`config.mk`:
```
export PLATFORM = sky130hd
export DESIGN_NAME = filter_mc_flat
export DESIGN_NICKNAME = d
export VERILOG_FILES = /design/src/rtl/filter_mc_if.sv /design/src/rtl/filter_mc.sv /design/src/flat_wrapper.sv
export SDC_FILE = /design/constraint.sdc
export NUM_CORES = 1
export LEC_CHECK = 0
export CAP_MARGIN = 20
export CORE_MARGIN = 2
export CORE_UTILIZATION = 47
export CTS_BUF_LIST = sky130_fd_sc_hd__clkbuf_2
export CTS_CLUSTER_SIZE = 8
export DETAILED_ROUTE_END_ITERATION = 8
export PLACE_DENSITY_LB_ADDON = 0.08
export SLEW_MARGIN = 25
export SYNTH_ARGS = -nofsm -noshare
export SYNTH_HDL_FRONTEND = slang
export SYNTH_SLANG_ARGS = --single-unit
```
`constraint.sdc`:
```
create_clock -name clk -period 1.15 [get_ports clk]
set_clock_uncertainty 0.05 [all_clocks]
set_input_delay 0.115 -clock clk [delete_from_list [all_inputs] [get_ports clk]]
set_output_delay 0.115 -clock clk [all_outputs]
set_load 0.03 [all_outputs]
```
`src/rtl/filter_mc_if.sv`:
```
// filter_mc_if: enable, raw inputs and filtered outputs of the debounce filter
interface filter_mc_if #(parameter int CH = 4);
  logic en;
  logic [CH-1:0] din;
  logic [CH-1:0] y;
  logic [CH-1:0] rise;
  logic [CH-1:0] fall;
  logic sample_tick;
  modport master(output en, din, input y, rise, fall, sample_tick);
  modport slave(input en, din, output y, rise, fall, sample_tick);
endinterface

```
`src/rtl/filter_mc.sv`:
```
// filter_mc: multi-channel debounce filter with prescaled sampling, hysteresis and edge pulses
module filter_mc #(
  parameter int CH = 4,
  parameter int DEPTH = 4,
  parameter int PRESCALE = 1
) (
  input logic clk,
  input logic rst_n,
  filter_mc_if.slave bus
);
  localparam int CW = PRESCALE > 1 ? $clog2(PRESCALE) : 1;
  logic [CW-1:0] cnt;
  logic [CH-1:0][DEPTH-2:0] hist;
  logic [CH-1:0] rise_n, fall_n;
  logic tick;
  assign tick = bus.en && cnt == CW'(PRESCALE - 1);
  // the window is the stored history plus the sample being taken on this edge
  always_comb begin
    rise_n = '0;
    fall_n = '0;
    for (int i = 0; i < CH; i++) begin
      rise_n[i] = tick && (&{hist[i], bus.din[i]}) && !bus.y[i];
      fall_n[i] = tick && !(|{hist[i], bus.din[i]}) && bus.y[i];
    end
  end
  always_ff @(posedge clk or negedge rst_n) begin
    if (!rst_n) begin
      cnt <= '0;
      hist <= '0;
      bus.y <= '0;
      bus.rise <= '0;
      bus.fall <= '0;
      bus.sample_tick <= 1'b0;
    end else begin
      bus.rise <= rise_n;
      bus.fall <= fall_n;
      bus.sample_tick <= tick;
      bus.y <= (bus.y | rise_n) & ~fall_n;
      if (bus.en) cnt <= tick ? '0 : cnt + 1'b1;
      if (tick)
        for (int i = 0; i < CH; i++) hist[i] <= (DEPTH - 1)'({hist[i], bus.din[i]});
    end
  end
endmodule

```
`src/flat_wrapper.sv`:
```
// flat-port wrapper written by rule: the top's interface ports become plain ports
module filter_mc_flat 
#(
  parameter int CH = 4,
  parameter int DEPTH = 4,
  parameter int PRESCALE = 1
)
  (clk, rst_n, bus_en, bus_din, bus_y, bus_rise, bus_fall, bus_sample_tick);
  filter_mc_if #(.CH(CH)) bus_i ();
  input logic clk;
  input logic rst_n;
  input wire logic [$bits(bus_i.en)-1:0] bus_en;
  input wire logic [$bits(bus_i.din)-1:0] bus_din;
  output wire logic [$bits(bus_i.y)-1:0] bus_y;
  output wire logic [$bits(bus_i.rise)-1:0] bus_rise;
  output wire logic [$bits(bus_i.fall)-1:0] bus_fall;
  output wire logic [$bits(bus_i.sample_tick)-1:0] bus_sample_tick;
  assign bus_i.en = bus_en;
  assign bus_i.din = bus_din;
  assign bus_y = bus_i.y;
  assign bus_rise = bus_i.rise;
  assign bus_fall = bus_i.fall;
  assign bus_sample_tick = bus_i.sample_tick;
  filter_mc #(.CH(CH), .DEPTH(DEPTH), .PRESCALE(PRESCALE)) u_core (.clk(clk), .rst_n(rst_n), .bus(bus_i));
endmodule
```
Yosys cells after proc, flatten, opt, wreduce, memory -nomap -nowiden
Index checks and enable logic that the tools add are counted.
{"block": "word_totals", "reg_bits": 26, "input_bits": 7, "elab_cells": 48, "output_inout_bits": 13}
{"block": "op_classes", "add_sub_neg": 1, "muxes": 1, "bitwise_logic": 4, "reduce_logical": 33}
{"operator": "logical AND 1 bit", "count": 17}
{"operator": "AND reduction 4 bit", "count": 4}
{"operator": "OR reduction 4 bit", "count": 4}
{"operator": "logical NOT 1 bit", "count": 8}
{"operator": "bitwise AND 4 bit", "count": 1}
{"operator": "NOT 4 bit", "count": 1}
{"operator": "OR 4 bit", "count": 1}
{"operator": "adder 1 bit (second input constant)", "count": 1}
{"operator": "two-way mux 1 bit", "count": 1}
{"operator": "NOT 1 bit", "count": 1}

Depth between registers and ports, before layout
{"block": "logic_depth", "depth_word": 6, "depth_mapped": 6, "depth_no_buf": 4}

Worst setup path after synthesis
Ideal clock, no wire load.
{"block": "synth_timing", "kind": "register to register", "start": "reg u_core.bus.y[1]", "end": "reg u_core.bus.fall[1]", "stages_incl_launch_ff": 3, "synth_period_minus_slack_ns": 1.224, "setup_time_ns": 0.080, "setup_slack_ns": -0.074, "arrival_time_ns": 1.094, "required_time_ns": 1.020, "n_path_buf": 0, "path_cell_list": "dfrtp_1 or4b_1 nor3_2"}
{"block": "synth_between", "elab_chain_cells": 1}
{"element": "from (decl)", "line": "filter_mc_if.sv:10", "source": "modport slave(input en, din, output y, rise, fall, sample_tick);"}
{"element": "from (signal assigned)", "line": "filter_mc.sv:38", "source": "bus.y <= (bus.y | rise_n) & ~fall_n;"}
{"element": "logical AND 1 bit", "line": "filter_mc.sv:23", "source": "fall_n[i] = tick && !(|{hist[i], bus.din[i]}) && bus.y[i];"}
{"element": "via u_core.fall_n[1]", "line": "filter_mc.sv:14", "source": "logic [CH-1:0] rise_n, fall_n;"}
{"element": "to (signal assigned)", "line": "filter_mc.sv:36", "source": "bus.fall <= fall_n;"}
{"element": "to (decl)", "line": "filter_mc_if.sv:10"}
The timed path passes the listed nets, and every way through them passes these cells.
A chain may end at the register's enable or synchronous reset.

Worst setup path in the final report
{"block": "layout_timing", "start": "reg u_core.cnt", "end": "reg u_core.bus.fall[0]"}
{"block": "layout_between", "elab_chain_cells": 4}
{"element": "from (decl)", "line": "filter_mc.sv:12", "source": "logic [CW-1:0] cnt;"}
{"element": "from (signal assigned)", "line": "filter_mc.sv:39", "source": "if (bus.en) cnt <= tick ? '0 : cnt + 1'b1;"}
{"element": "NOT 1 bit", "line": "filter_mc.sv:16", "source": "assign tick = bus.en && cnt == CW'(PRESCALE - 1);"}
{"element": "logical AND 1 bit", "line": "filter_mc.sv:16"}
{"element": "logical AND 1 bit (2 in a row)", "line": "filter_mc.sv:23"}
{"element": "via u_core.fall_n[0]", "line": "filter_mc.sv:14"}
The timed path passes the listed nets, and every way through them passes these cells.

==> results.yml <==
synth:
  synth.ff_latch_count: 26
  synth_top_flop_cell: "sky130_fd_sc_hd__dfrtp_1"
  async_reset_ff_frac: 1.00
  syn-mean-instance-area_um2: 10.8
  yosys.cell_types.count: 20
  synth_seq_area_share: 0.625
  post_synth_design_cell_area_um2: 1040
  synth.yosys.warnings: 0
  synth_fp_nets: 103
  syn-instance-count: 96
  edff_count_synth: 0
die:
  die_h_um: 51.1
  floorplan.rows: 17
  initial_utilization: 0.485
  die_w_um: 51.1
  dieArea_um2: 2610
  floorplan.io_pins: 20
  coreArea_um2: 2150
worst_setup_path:
  critical_path.startpoint_type: "register"
  critical_path_arrival_ps: 1500
  cp.required_ps: 1380
  timing.critical_path.to_type: "register"
  worstSetupStartpoint: "u_core.cnt$_DFFE_PN0P_"
  critical_path.max_fanout: 5
  r2r-start: "u_core.cnt$_DFFE_PN0P_"
  criticalPathCategory: "register to register"
clock_network:
  htree_levels: 1
  cts_buffer_depth: 2
  cts_tree: "yes"
  clk_transition_reported_paths_ps: 230
  cts-root-buf: "sky130_fd_sc_hd__clkbuf_2"
  cts_num_sinks: 26
  ctsHoldBuffers: 0
  clock_latency_late_sink_ps: 350
  cts_inserted_buffers: 3
routing:
  drt_wl_total_um: 2270
  route.detailed.vias_per_inst: 5.07
  antenna_violating_nets_post_route: 0
  remaining_drc_errors: 0
  drtIter0Drc: 18
  dr.pass1.iters: 4
  via_count: 898
  drt-wirelength-per-cell_um: 12.8
grt:
  global_route.overflow_total: 0
  track_usage: 0.195
  grt_antenna_before_repair: 0
  grt_pass1_vias: 880
  global_route_wire_length_before_repair_um: 3750
  grt_max_degree: 27
placed_design:
  hpwlAfterDp_um: 1500
  place.gp.congestion: 0.782
  placed_cells: 164
  portBuffers: 19
worst_hold_path:
  min_path_type: "input pin to asynchronous set/reset pin"
pwr:
  leakage_uw: 0.000771
  irDropWorstVdd_mv: 0.715
  p_per_area_nw_per_um2: 1220
timing:
  max_slew_violation_count: 0
  holdWs_ps: 22.7
  post-route-period-util: 1.10
  finalSetupViolCount: 15
  setup_ws_ps: -114
  worst_slew_pin_slew_ps: 359
  max_freq_mhz: 791
  final_hold_violation_count: 0
  timing.max_slew.rel_slack: 0.758
  fin_crit_ps: 1260
  rsz0062_at_grt: "yes"
final_layout:
  area.growth.synth_to_final_pct: 50.5
  final_antenna_diode_count: 0
  final_common_cell: "sky130_fd_sc_hd__buf_4"
  count_of_nets_after_finishing: 157
  layout-drive-gt1-share: 0.436
  final_cells: 177
  most-common-layout-cells: "31 x sky130_fd_sc_hd__buf_4, 30 x sky130_fd_sc_hd__nand2_1, 24 x sky130_fd_sc_hd__dfrtp_1"
  nFillCells: 157
  post-route-util: 0.729
job:
  drv.max_cap_violation_count: 0
outcome:
  failing_checks: "setup timing"
  status: "complete, but fails checks"
[cells in the mapped netlist, types with 4 or more instances]
master	number	area (um2)
sky130_fd_sc_hd__dfrtp_1	26	651
sky130_fd_sc_hd__inv_1	4	15.0
sky130_fd_sc_hd__nand2_1	30	113
sky130_fd_sc_hd__nor3_2	4	40.0
sky130_fd_sc_hd__o21ai_0	4	20.0
sky130_fd_sc_hd__o41ai_1	4	35.0
[critical path: stages, from the launching register on]
cell                       delay, ps
sky130_fd_sc_hd__dfrtp_1         450
sky130_fd_sc_hd__nand2b_4        180
sky130_fd_sc_hd__or4_4           420
sky130_fd_sc_hd__nor3_2          100
[kinds of logic after synthesis]
logic type,Yosys count,share of synthesized area
compound gates,12,0.0817
buf+inv,8,0.0385
flops,26,0.625
simple gates,50,0.255
[final cells by class]
cell class | instances | area, um2 | share of cell area
timing repair buffer | 51 | 440 | 0.281
clock buffer | 4 | 20.0 | 0.0128
tap | 28 | 35.0 | 0.0224
inverter | 5 | 21.3 | 0.0136
multi-input combinational | 63 | 397 | 0.253
sequential | 26 | 653 | 0.417
[timing repair]
item                                    CTS  global route
resized for setup                        28            12
cloned                                    1             0
setup buffers                             6             2
pin swaps                                 0             2
endpoints found under the setup margin   21            28
[path summary, 6_finish.rpt]
check                                                   endpoint  slack [ps]  cells past startpoint
worst max-delay path                u_core.bus.fall[0]$_DFF_PN0_        -110                      3
worst min-delay path            u_core.bus.sample_tick$_DFF_PN0_          20                      2
worst max register to register      u_core.bus.fall[0]$_DFF_PN0_        -110                      3
worst min register to register      u_core.bus.fall[0]$_DFF_PN0_         400                      1
max in group asynchronous              u_core.bus.y[2]$_DFF_PN0_         860                      2
min in group clk                    u_core.bus.rise[1]$_DFF_PN0_         370                      3
[where the power goes]
group / switching (uW) / internal, uW
Clock: 255 / 91.9
Sequential: 56.7 / 987
Combinational: 235 / 279
[state kept, by name, summed over array words and instances (netlist names)]
register,count
u_core.hist,12
u_core.bus.fall,4
u_core.bus.rise,4
u_core.bus.y,4
u_core.bus.sample_tick,1
u_core.cnt,1
[layer usage]
layer,track usage,share of wire,vias up
met1,0.237,0.43,430
met4,0.108,0.023,0
met2,0.333,0.50,22
li1,-,-,440
met3,0.0234,0.041,6
met5,0,0,-
[stage by stage]
step	setup WS (ps)	power (uW)	instance area, um2	TNS (ps)
5_1_grt	-182	2000	1570	-2140
2_1_floorplan	9.58	1220	1040	0
3_5_place_dp	-306	1460	1420	-4570
6_report	-114	1900	1570	-975
4_1_cts	-118	1900	1520	-957
3_3_place_gp	-261	1450	1420	-3830
No activity file was read; power rests on OpenSTA's default activity.
